--- src/rtl/snow_addr_gen.sv ---
// Snow sprite position tracker and scan-to-ROM address generator with a free-running animation tick counter.
// Optional horizontal wind drift is built only when SNOW_WIND_EN is defined.
module snow_addr_gen #(
    parameter int unsigned TICK_MAX     = 6000000,
    parameter int unsigned X_INIT       = 288,
    parameter int unsigned FALL_STEP    = 2,
    parameter int unsigned DRIFT_FRAMES = 4,
    parameter int unsigned H_ACTIVE     = 640,
    parameter int unsigned V_ACTIVE     = 480
) (
    input  logic        clk,
    input  logic        rstn,
    input  logic [9:0]  col_addr,
    input  logic [8:0]  row_addr,
    input  logic        frame_tick,
    output logic [11:0] snow_addr,
    output logic        snow_hit,
    output logic [31:0] ipcnt,
    output logic        anim_tick
);

    localparam logic [31:0] TICK_C   = 32'(TICK_MAX);
    localparam logic [9:0]  X_INIT_C = 10'(X_INIT);
    localparam logic [9:0]  STEP_C   = 10'(FALL_STEP);
    localparam logic [9:0]  VACT_C   = 10'(V_ACTIVE);

    if (X_INIT > H_ACTIVE - 64 || FALL_STEP < 1 || FALL_STEP > 63 ||
        DRIFT_FRAMES < 1 || DRIFT_FRAMES > 255) begin : g_bad_param
        $error("snow_addr_gen: parameter out of range");
    end

    logic [31:0] ipcnt_q, ipcnt_d;
    logic        anim_tick_q, anim_tick_d;
    logic [11:0] snow_addr_q, snow_addr_d;
    logic        snow_hit_q, snow_hit_d;
    logic [8:0]  pos_y_q, pos_y_d;
    logic [9:0]  pos_x_q;
    logic [10:0] dx, dy;
    logic [9:0]  y_sum;
    logic        hit;

    // anim_tick is compared against the next count so the pulse lines up with ipcnt == TICK_MAX
    always_comb begin
        ipcnt_d     = (ipcnt_q == TICK_C) ? 32'd0 : ipcnt_q + 32'd1;
        anim_tick_d = (ipcnt_d == TICK_C);
    end

    always_comb begin
        dx          = {1'b0, col_addr} - {1'b0, pos_x_q};
        dy          = {2'b00, row_addr} - {2'b00, pos_y_q};
        hit         = (col_addr >= pos_x_q) && (dx < 11'd64) &&
                      (row_addr >= pos_y_q) && (dy < 11'd64);
        snow_hit_d  = hit;
        snow_addr_d = hit ? {dy[5:0], dx[5:0]} : 12'd0;
    end

    always_comb begin
        y_sum   = {1'b0, pos_y_q} + STEP_C;
        pos_y_d = pos_y_q;
        if (frame_tick) begin
            pos_y_d = (y_sum >= VACT_C) ? 9'd0 : y_sum[8:0];
        end
    end

    always_ff @(posedge clk) begin
        if (!rstn) begin
            ipcnt_q     <= 32'd0;
            anim_tick_q <= 1'b0;
            snow_addr_q <= 12'd0;
            snow_hit_q  <= 1'b0;
            pos_y_q     <= 9'd0;
        end else begin
            ipcnt_q     <= ipcnt_d;
            anim_tick_q <= anim_tick_d;
            snow_addr_q <= snow_addr_d;
            snow_hit_q  <= snow_hit_d;
            pos_y_q     <= pos_y_d;
        end
    end

`ifdef SNOW_WIND_EN
    // state   | meaning
    // DRIFT_R | drifting right, pos_x rises on each step
    // DRIFT_L | drifting left, pos_x falls on each step
    typedef enum logic {DRIFT_R, DRIFT_L} drift_t;

    localparam logic [9:0] X_MAX_C      = 10'(H_ACTIVE - 64);
    localparam logic [7:0] DRIFT_LAST_C = 8'(DRIFT_FRAMES - 1);

    drift_t     drift_q, drift_d;
    logic [7:0] drift_cnt_q, drift_cnt_d;
    logic [9:0] pos_x_d;

    always_comb begin
        drift_d     = drift_q;
        drift_cnt_d = drift_cnt_q;
        pos_x_d     = pos_x_q;
        if (frame_tick) begin
            if (drift_cnt_q == DRIFT_LAST_C) begin
                drift_cnt_d = 8'd0;
                // hitting an edge reverses direction without moving that frame
                case (drift_q)
                    DRIFT_R: begin
                        if (pos_x_q == X_MAX_C) drift_d = DRIFT_L;
                        else                    pos_x_d = pos_x_q + 10'd1;
                    end
                    DRIFT_L: begin
                        if (pos_x_q == 10'd0) drift_d = DRIFT_R;
                        else                  pos_x_d = pos_x_q - 10'd1;
                    end
                    default: drift_d = DRIFT_R;
                endcase
            end else begin
                drift_cnt_d = drift_cnt_q + 8'd1;
            end
        end
    end

    always_ff @(posedge clk) begin
        if (!rstn) begin
            drift_q     <= DRIFT_R;
            drift_cnt_q <= 8'd0;
            pos_x_q     <= X_INIT_C;
        end else begin
            drift_q     <= drift_d;
            drift_cnt_q <= drift_cnt_d;
            pos_x_q     <= pos_x_d;
        end
    end
`else
    assign pos_x_q = X_INIT_C;
`endif

    assign ipcnt     = ipcnt_q;
    assign anim_tick = anim_tick_q;
    assign snow_addr = snow_addr_q;
    assign snow_hit  = snow_hit_q;

endmodule

--- config.mk ---
export PLATFORM = sky130hd
export DESIGN_NAME = snow_addr_gen
export DESIGN_NICKNAME = d
export VERILOG_FILES = /design/src/rtl/snow_addr_gen.sv
export SDC_FILE = /design/constraint.sdc
export NUM_CORES = 1
export LEC_CHECK = 0
export BUFFER_PORTS_ARGS = -buffer_cell sky130_fd_sc_hd__buf_4
export CORE_UTILIZATION = 49
export DETAILED_ROUTE_END_ITERATION = 12
export PLACE_DENSITY = 0.76
export RECOVER_POWER = 50
export SLEW_MARGIN = 5
export SYNTH_ARGS = -nofsm -noshare
export SYNTH_HDL_FRONTEND = slang
export SYNTH_SLANG_ARGS = --single-unit
--- constraint.sdc ---
create_clock -name clk -period 2.89 [get_ports clk]
set_input_delay 0.578 -clock clk [delete_from_list [all_inputs] [get_ports clk]]
set_output_delay 0.578 -clock clk [all_outputs]
set_load 0.05 [all_outputs]
# Word level (Yosys, flattened, before mapping)
# Index checks and enable logic that the tools add are counted.
# totals
regBits	55
inputBits	22
out_inout_bits	46
elab_cells	22
# classes
addsub	4
magnitude_cmp	5
n_eq_ne	2
n_mux	2
reduce_logical	4
# ops
operator	count
32-bit by 23-bit equality test with 1-bit output (second input constant)	2
32-bit by 1-bit adder with 32-bit output (second input constant)	1
32-bit two-way mux	1
11-bit by 7-bit < comparator with 1-bit output (second input constant)	2
10-bit by 9-bit greater-or-equal comparator with 1-bit output (second input constant)	2
10-bit by 9-bit subtractor with 11-bit output (second input constant)	1
9-bit by 2-bit adder with 10-bit output (second input constant)	1
9-bit by 9-bit subtractor with 10-bit output	1
9-bit greater-or-equal comparator	1
9-bit two-way mux	1
1-bit logical AND	3
2-bit AND reduction	1

# Longest topological paths before layout
# Gate-level depths: netlist of run 1.
# depth
word_depth	6
depth_mapped	9
ltp_nobuf	8

# Worst setup path before layout of run 1
# Ideal clock, no wire load.
# synth_timing
kind	register to register
start	register ipcnt_q[0] (netlist: ipcnt[0])
end	register anim_tick_q (netlist: anim_tick)
setup_time_ns	0.103
t_arrival_ns	2.837
required_time_ns	2.787
path_slack_ns	-0.050
path_stages_with_launch	9
n_path_buf	1
synth_period_minus_slack_ns	2.940
cell_sequence	dfxtp_1 ha_1 nand4_1 or4_1 buf_2 o31a_1 nor4_2 nand4_1 a2111oi_2
# synth_via
elab_chain_len	3
word_cells_on_any_way	4
cone_classes	1 x add/sub; 2 x eq/ne; 1 x mux
# synth_lines
element	line_no	source
from (decl)	32	logic [31:0] ipcnt_q, ipcnt_d;
from (signal assigned)	73	ipcnt_q <= ipcnt_d;
32-bit by 1-bit adder with 32-bit output / 32-bit by 23-bit equality test with 1-bit output (equally long branches)	44	ipcnt_d = (ipcnt_q == TICK_C) ? 32'd0 : ipcnt_q + 32'd1;
32-bit two-way mux *	44	
32-bit by 23-bit equality test with 1-bit output *	45	anim_tick_d = (ipcnt_d == TICK_C);
to (signal assigned)	74	anim_tick_q <= anim_tick_d;
to (decl)	33	logic anim_tick_q, anim_tick_d;
# Every way passes the cells marked *; elsewhere a longest branch is shown, timed or not.
# A chain may end at the register's enable or synchronous reset.

# Worst setup path after layout of run 1
# Ends and elaborated chain as after synthesis.

==> results of run 1 <==
==> flip-flops by register name (all words and copies together) (netlist names) <==
name / cells
anim_tick: 1
ipcnt: 32
snow_hit: 1
snow_addr: 12
pos_y_q: 8
==> path summary, 6_finish.rpt <==
| path | slack [ps] | end | start |
|---|---|---|---|
| worst max-delay path | 240 | anim_tick$_SDFF_PN0_ | ipcnt[0]$_SDFF_PN0_ |
| worst min-delay path | 460 | snow_addr[5]$_SDFF_PN0_ | col_addr[5] |
| worst max register to register | 240 | anim_tick$_SDFF_PN0_ | ipcnt[0]$_SDFF_PN0_ |
| worst min register to register | 470 | ipcnt[0]$_SDFF_PN0_ | ipcnt[0]$_SDFF_PN0_ |
==> where the power goes <==
| group | leakage (nW) | internal [W] | switching (W) |
|---|---|---|---|
| clock network | 0.0383 | 0.000168 | 0.000227 |
| logic | 0.794 | 0.0000612 | 0.0000849 |
| registers | 0.436 | 0.000751 | 0.00000969 |
==> metrics by stage <==
| stage | area (um^2) | util | cells | power [W] | hold WS [ps] |
|---|---|---|---|---|---|
| 2_1_floorplan | 3085 | - | 378 | 0.0008739 | 484.2 |
| 3_3_place_gp | 3667 | 0.6122 | 508 | 0.0009244 | 443.8 |
| 3_5_place_dp | 3667 | 0.6122 | 508 | 0.0009286 | 456.1 |
| 4_1_cts | 3744 | 0.6249 | 515 | 0.001323 | 451.4 |
| 5_1_grt | 3562 | 0.5946 | 515 | 0.001369 | 450.2 |
| 6_report | 3562 | 0.5946 | 515 | 0.001301 | 457.1 |
==> per-layer routing <==
metal | wire, um | GRT usage
met1 | 3327 | 0.3122
met4 | 101 | 0.07143
met3 | 299 | 0.04157
met2 | 3220 | 0.3775
met5 | 0 | 0
==> area by class of cell <==
type	count	area, um^2
Clock buffer	7	76.32
Inverter	32	120.1
Fill cell	556	2429
Tap cell	75	93.84
Multi-Input combinational cell	272	1802
Sequential cell	54	1084
Timing Repair Buffer	75	386.6
==> critical path, delay by kind of cell (launching register included) <==
kind / cells / cell delay [ps]
compound gates: 2 / 680
simple gates: 4 / 1220
fa+ha+maj: 1 / 280
flops: 1 / 380
==> cell families (layout without fill, tap and decap cells) <==
family,after synthesis,after routing,share of synthesized area
buffers and inverters,52,114,0.06494
adders and majority gates,13,13,0.05519
DFF,54,54,0.3507
other,1,1,0.001216
muxes,4,4,0.01339
and+or+nand+nor,155,155,0.2675
xor gates and xnor gates,37,37,0.1051
AOI/OAI and AO/OA,62,62,0.1421
==> cell usage in the layout, fill, tap and decap left out, drive strengths merged, types with 6 or more instances in the layout <==
cell and instances:
a211oi 13, or3 8, dfxtp 54, nand4 14, a21oi 10, ha 12
nor4 6, nor2 39, nor3 17, xnor2 30, nand2 22, clkbuf 54
buf 28, o21ai 12, and2 9, xor2 7, inv 32, nand3 15
==> impl_results.md, run 1 <==
* Post-synth ARST share at 0
* Worst skew pair latency at around 300 ps
* Row count at 28
* Detailed-route wire length at 6.948 mm
* Via count at ~2,900
* Setup TNS at 0 ps
* Avg Inst Size Synth at a little over 8 um^2
* Setup violators final at 0
* Nature of the critical path endpoint: flop
* Post-cts sizing count at 0
* Most used DFF post-synth: dfxtp_1
* Area delta synth->final at 15.54%
* Commonest cells in the synthesized netlist: dfxtp_1, nor2_1, inv_1
* Clk buf depth at 2
* Cell Area, Synth at about 3100 um^2
* Yosys Warn Count at 0
* Die area at about 6600 um^2
* CP Class: reg -> reg
* Reg2reg path depth at 7
* Die H at between 80 and 90 um
* Max-Cap Viols at 0
* Arrival @ worst endpoint at ~2900 ps
* Post-synth EDFFs at 0
* DRT iter0 DRCs at roughly 120
* Worst vdd ir at approximately 0.18 mV
* Cts hold-fix bufs at 0
* DRT antenna net count at 0
* Skew final at between 10 and 15 ps
* Cell Pwr Density at around 370 nW/um^2
* Most frequent CP cell: nand4_1
* Vias in the first global route at ~2,700
* # diodes at 0
* Ports at 68
* Status: finished, final reports clean
* TritonCTS clock tree: built
* Slew Limit Fails at 0
* Critical Path Fanout Max at 6
* Total GRT Usage at 0.2333
* Max incr delay on CP at 600 ps
* Placer Congestion at ~0.84
* Fin. Hold Viols at 0
* Reg clk slew, reported paths at approximately 90 ps
* Routed WL per cell at between 10 and 15 um
* Part of the cycle the worst path needs at 0.9184
* Rel. slew slack at 0.3311
* Die Wd at between 80 and 90 um
* Leak pwr at around 1.3 nW
* Crit start category: flop
* Slew at the pin closest to its max-slew limit at 1003 ps
* Synth area leaders: dfxtp_1, xnor2_1, ha_1
* Critical path's slowest cell: or4_1
* Final nets at 475
* CTS Buf Count at 5
* Worst endpoint required time at 3100 ps
* First-pass GRT wire length at around 12 mm
* H-Tree Depth at 2
* Initial antenna violation count at 0
* Pin count of the biggest net entering global routing at 23
* Share of the synthesized area in the top cell type at 0.3506
* Total grt overflow at 0
* Final worst slack at roughly 240 ps
* Core outline area at about 6000 um^2
* Fmax achieved at ~0.38 GHz
* # DRC at 0
* Setup WS pre-CTS at about 260 ps
* Initial Util at 0.5146
* Hold path cells at 2
* Unrepaired setup endpoints after global routing: no
* Sequential area share after synthesis at 0.3506
* Most frequent cell after synthesis: dfxtp_1
* Synth cell types at 54
* Flops & latches, synth at 54
* CTS sink cnt at 54
* Final Critical Period at 2654 ps
* CTS Root Cell: clkbuf_8
* Synthesized Nets at 413
* Port bufs at 67
* Layout cells sized above 1 at 0.1000
* Vias per inst at between 5 and 6
* Min-delay worst type: in -> reg
* DP HPWL at 5.341 mm
* Cell count after synthesis at ~380
* Post-synth top area cell: dfxtp_1
* First-pass DRT Iterations at 4
* Post-CTS Setup Inserts at 0
* Critical-path cell list: ha_1 -> nand4_1 -> or4_1 -> o31a_1 -> nor4_2 -> nand4_1 -> a2111oi_2
(Power assumes the default switching activity.)
==> run 2: changes to the inputs <==
==> constraint.sdc (replaced) <==
create_clock -name clk -period 2.89 [get_ports clk]
set_input_delay 0.867 -clock clk [delete_from_list [all_inputs] [get_ports clk]]
set_output_delay 0.867 -clock clk [all_outputs]
set_load 0.05 [all_outputs]
==> run 2 against run 1 <==
Effect of this change: clock skew is 0.91 ps lower; via count is 0.18% lower; critical path depth stayed put; highest routed layer unchanged; die area stayed put; sequential power hardly changed; register-to-register slack better by 60 ps; combinational power is 4% higher; clock power is 57% higher; clock-buffer cell count is 1 lower; first-iteration DRC count is 49% higher.
==> impl_results.md, run 2 (synthesis gave the netlist of run 1 again) <==
* Final worst slack at between 200 and 300 ps
* Via count at between 2,000 and 3,000
* Setup TNS at 0 ps
* Post-cts sizing count at 0
* Most common cell after layout, fill and taps aside: dfxtp_1
* Initial antenna violation count at 0
* Vias in the first global route at 2,670
* Clk buf depth at 2
* Critical-path cell list: ha_1 -> nand4_1 -> or4_1 -> o31a_1 -> nor4_2 -> nand4_1 -> a2111oi_2
* Die Wd at 81.32 um
* Worst hold path endpoint: ipcnt[0]$_SDFF_PN0_
* Vias per inst at approximately 5.5
* Slew at the pin closest to its max-slew limit at roughly 970 ps
* Layout cells sized above 1 at 0.1371
* TritonCTS clock tree: built
* Number of flip-flops in the largest register at 32
* Total GRT Usage at 0.2260
* Pin count of the biggest net entering global routing at 23
* Max-Cap Viols at 0
* Core outline area at about 6000 um^2
* Critical path's slowest cell: or4_1
* Detailed-route wire length at ~7 mm
* Worst reg2reg path endpoint: anim_tick$_SDFF_PN0_
* Reg clk slew, reported paths at ~90 ps
* Fin. Hold Viols at 0
* DRT antenna net count at 0
* First-pass DRT Iterations at 4
* Routed WL per cell at between 10 and 15 um
* Ports at 68
* CTS sink cnt at 54
* Most frequent CP cell: nand4_1
* Post-CTS Setup Inserts at 0
* Non-Filler Instances at between 500 and 600
* # DRC at 0
* Slew Limit Fails at 0
* DP HPWL at between 5 and 6 mm
* Worst Path Buf+Inv at 0
* Reg2reg path depth at 7
* CP Class: reg -> reg
* First-pass GRT wire length at ~12 mm
* DRT iter0 DRCs at between 150 and 200
* Worst vdd ir at 0.3422 mV
* # diodes at 0
* Cell Pwr Density at 413.8 nW/um^2
* Status: finished, final reports clean
* CTS Buf Count at 5
* Placer Congestion at 0.8205
* Fmax achieved at around 0.39 GHz
* Hold path cells at 1
* Area delta synth->final at 19.89%
* Max incr delay on CP at about 560 ps
* Final nets at approximately 480
* Filler cells at 549
* H-Tree Depth at 2
* Skew final at around 10 ps
* Setup violators final at 0
* Reg-to-reg slack, setup at 300 ps
* Final Critical Period at between 2000 and 3000 ps
* Hold Path Origin: ipcnt[0]$_SDFF_PN0_
* Cells after DPL at 512
* Min-delay worst type: reg -> reg
* Initial Util at 0.5146
* Row count at 28
* CTS Root Cell: clkbuf_8
* Largest delay share family, worst path: simple AND/OR/NAND/NOR gates
* Worst endpoint required time at between 3000 and 4000 ps
* Leak pwr at about 1.4 nW
* Total grt overflow at 0
* Rel. slew slack at 0.3531
* Reg2Reg Launch Point: ipcnt[0]$_SDFF_PN0_
* Commonest cells after routing, fill and taps aside: dfxtp_1, buf_4, nor2_1
* Die H at a little over 80 um
* Setup WS pre-CTS at around 15 ps
* Unrepaired setup endpoints after global routing: no
* Nature of the critical path endpoint: flop
* Port bufs at 67
* Part of the cycle the worst path needs at 0.8976
* Die area at ~6600 um^2
* Worst skew pair latency at about 310 ps
* Crit start category: flop
* Arrival @ worst endpoint at between 2000 and 3000 ps
* Cts hold-fix bufs at 0
* Critical Path Fanout Max at 6
==> run 2: cell type report <==
type                       instances  area, um^2  share of cell area
multi-input combinational        272        1802              0.4875
sequential                        54        1084              0.2932
timing repair buffer              79       454.2              0.1229
inverter                          32       120.1             0.03250
tap                               75       93.84             0.02539
clock buffer                       6       82.58             0.02234
clock inverter                     2       60.06             0.01625
==> run 2: where the power goes <==
part | leakage, nW | total (W) | switching (W) | internal, W
Combinational | 0.856 | 0.000152 | 0.0000872 | 0.0000646
Sequential | 0.436 | 0.000760 | 0.00000890 | 0.000751
Clock | 0.0714 | 0.000618 | 0.000248 | 0.000369
==> run 2: worst max path at each step <==
stage / from / endpoint / slack (ps) / depth (start not counted)
final: ipcnt[0]$_SDFF_PN0_ / anim_tick$_SDFF_PN0_ / 300 / 7
after global routing: ipcnt[0]$_SDFF_PN0_ / anim_tick$_SDFF_PN0_ / 110 / 7
after CTS: ipcnt[0]$_SDFF_PN0_ / anim_tick$_SDFF_PN0_ / 290 / 7
after detailed placement: row_addr[1] / snow_addr[7]$_SDFF_PN0_ / 10 / 9
after global placement: row_addr[1] / snow_addr[6]$_SDFF_PN0_ / 90 / 9
after floorplan: row_addr[1] / snow_addr[10]$_SDFF_PN0_ / 50 / 8
==> run 2: metrics by stage <==
step | area [um^2] | hold WS (ps) | total power [W] | utilization
floorplan | 3087 | 484.2 | 0.0008745 | -
global placement | 3697 | 459.6 | 0.0009296 | 0.6172
detailed placement | 3697 | 477.2 | 0.0009333 | 0.6172
CTS | 3840 | 493.3 | 0.001546 | 0.6410
global route | 3696 | 511.5 | 0.001586 | 0.6170
finish | 3696 | 492.7 | 0.001529 | 0.6170
==> run 2: metal layers <==
layer	routed length (um)	GRT usage
met5	0	0
met4	57	0.06786
met3	377	0.04157
met2	3250	0.3717
met1	3326	0.2975
==> run 2: worst register-to-register path, cell delays in order (launching register included) <==
cell and delay (ps):
dfxtp_2 400, ha_1 290, nand4_1 160, or4_1 560, o31a_1 340, nor4_2 240, nand4_1 160, a2111oi_2 360
==> run 3: changes to the inputs <==
--- a/config.mk
+++ b/config.mk
@@ -6,9 +6,11 @@
 export NUM_CORES = 1
 export LEC_CHECK = 0
 export BUFFER_PORTS_ARGS = -buffer_cell sky130_fd_sc_hd__buf_4
-export CORE_UTILIZATION = 49
+export CELL_PAD_IN_SITES_DETAIL_PLACEMENT = 0
+export CELL_PAD_IN_SITES_GLOBAL_PLACEMENT = 1
+export CORE_UTILIZATION = 36
 export DETAILED_ROUTE_END_ITERATION = 12
-export PLACE_DENSITY = 0.76
+export PLACE_DENSITY_LB_ADDON = 0.1
 export RECOVER_POWER = 50
 export SLEW_MARGIN = 5
 export SYNTH_ARGS = -nofsm -noshare
==> run 3 against run 2 <==
Effect of this change: core utilization shrank 17 points; clock skew grew 1.8 ps; critical path type unchanged; die area grew 35%; critical path depth is the same; sequential cell count is the same; sequential power is essentially flat.
==> impl_results.md, run 3 (synthesis gave the netlist of run 1 again) <==
* Worst setup path start: ipcnt[0]$_SDFF_PN0_
* Ports at 68
* Unrepaired setup endpoints after global routing: no
* Part of the cycle the worst path needs at 0.9073
* Layout cells sized above 1 at 0.1283
* Detailed-route wire length at between 7 and 8 mm
* Nature of the critical path endpoint: flop
* DRT iter0 DRCs at approximately 80
* Setup violators final at 0
* CTS sink cnt at 54
* Post-CTS Setup Inserts at 0
* Largest delay share family, worst path: simple AND/OR/NAND/NOR gates
* Slew at the pin closest to its max-slew limit at roughly 1000 ps
* CP Class: reg -> reg
* Final nets at slightly below 500
* Initial antenna violation count at 0
* First-pass DRT Iterations at 4
* Die Wd at between 90 and 100 um
* Skew final at ~12 ps
* TritonCTS clock tree: built
* Area delta synth->final at 20.01%
* Reg2Reg Launch Point: ipcnt[0]$_SDFF_PN0_
* Crit start category: flop
* Most common cell after layout, fill and taps aside: dfxtp_1
* Vias in the first global route at ~2,700
* Total GRT Usage at 0.1808
* Status: finished, final reports clean
* Cts hold-fix bufs at 0
* DP HPWL at between 6 and 7 mm
* Commonest cells after routing, fill and taps aside: dfxtp_1, clkbuf_1, buf_4
* Die H at 94.54 um
* Total grt overflow at 0
* GR Util met3 at 0.02738
* Port bufs at 67
* Critical path's slowest cell: or4_1
* Via count at 2,810
* Min-delay worst type: reg -> reg
* Critical Path Fanout Max at 6
* # diodes at 0
* Fmax achieved at around 0.38 GHz
* Most frequent CP cell: nand4_1
* Reg clk slew, reported paths at roughly 100 ps
* GR peak layer: met2
* Worst skew pair latency at roughly 300 ps
* Pin count of the biggest net entering global routing at 23
* Initial Util at 0.3733
* Die area at 8938 um^2
* Cell Pwr Density at 353.5 nW/um^2
* Clk buf depth at 2
* Fin. Hold Viols at 0
* M2 GR Usage at 0.3508
* Critical-path cell list: ha_1 -> nand4_1 -> or4_1 -> o31a_1 -> nor4_2 -> nand4_1 -> a2111oi_2
* Worst vdd ir at between 0.15 and 0.2 mV
* Worst endpoint required time at slightly above 3000 ps
* Slew Limit Fails at 0
* CTS Root Cell: clkbuf_8
* Hold Path Origin: ipcnt[0]$_SDFF_PN0_
* Setup TNS at 0 ps
* Leak pwr at 1.345 nW
* Number of flip-flops in the largest register at 32
* Non-Filler Instances at 557
* Worst Path Buf+Inv at 0
* First-pass GRT wire length at ~13 mm
* Row count at 33
* Post-cts sizing count at 0
* Routed WL per cell at around 14 um
* Final Critical Period at approximately 2600 ps
* DRT antenna net count at 0
* # DRC at 0
* Vias per inst at 5.045
* Met1 usage at 0.2050
* Max incr delay on CP at 560 ps
* H-Tree Depth at 2
* Cells after DPL at 550
* Rel. slew slack at 0.3353
* Arrival @ worst endpoint at 2810 ps
* Placer Congestion at just over 0.8
* Max-Cap Viols at 0
* CTS Buf Count at 5
* Core outline area at roughly 8300 um^2
[run 3: changes by cell type in the layout (fill, tap and decap cells not counted)]
| cell | change |
|---|---|
| clkbuf_1 | +9 |
| bufinv_16 | -2 |
| and2_0 | -1 |
| and2_1 | +1 |
| buf_4 | +1 |
| clkbuf_8 | -1 |
| dfxtp_1 | +1 |
| dfxtp_2 | -1 |
[run 3: area by class of cell]
type	instances	area, um^2
timing repair buffer	87	488.0
clock buffer	7	76.32
multi-input combinational	272	1802
inverter	32	120.1
fill	902	4558
sequential	54	1082
tap	105	131.4
[run 3: per-stage QoR]
stage	area, um^2	hold slack, ps	power (W)	setup slack, ps	util
after CTS	3871	493.7	0.001335	325.7	0.4688
after global routing	3700	554.6	0.001384	149.4	0.4480
after detailed placement	3795	469.4	0.0009327	15.48	0.4595
after global placement	3795	461.1	0.0009326	16.70	0.4595
final	3700	520.3	0.001308	268.0	0.4480
after floorplan	3087	484.2	0.0008745	52.90	-
[run 3: power breakdown]
part | internal, W | switching, W
clock | 0.000168 | 0.000232
sequential | 0.000751 | 0.00000946
combinational | 0.0000630 | 0.0000853
total | 0.000981 | 0.000326
[run 3: worst paths after layout]
| kind | depth (start not counted) | slack (ps) | end |
|---|---|---|---|
| worst max-delay path | 7 | 270 | anim_tick$_SDFF_PN0_ |
| worst min-delay path | 1 | 520 | ipcnt[0]$_SDFF_PN0_ |
| worst max register to register | 7 | 270 | anim_tick$_SDFF_PN0_ |
| worst min register to register | 1 | 520 | ipcnt[0]$_SDFF_PN0_ |
[run 3: layer usage]
metal | up-vias | wire (um)
met5 | - | 0
met4 | 0 | 58
met3 | 7 | 236
met2 | 48 | 4084
met1 | 1282 | 3458
li1 | 1473 | -
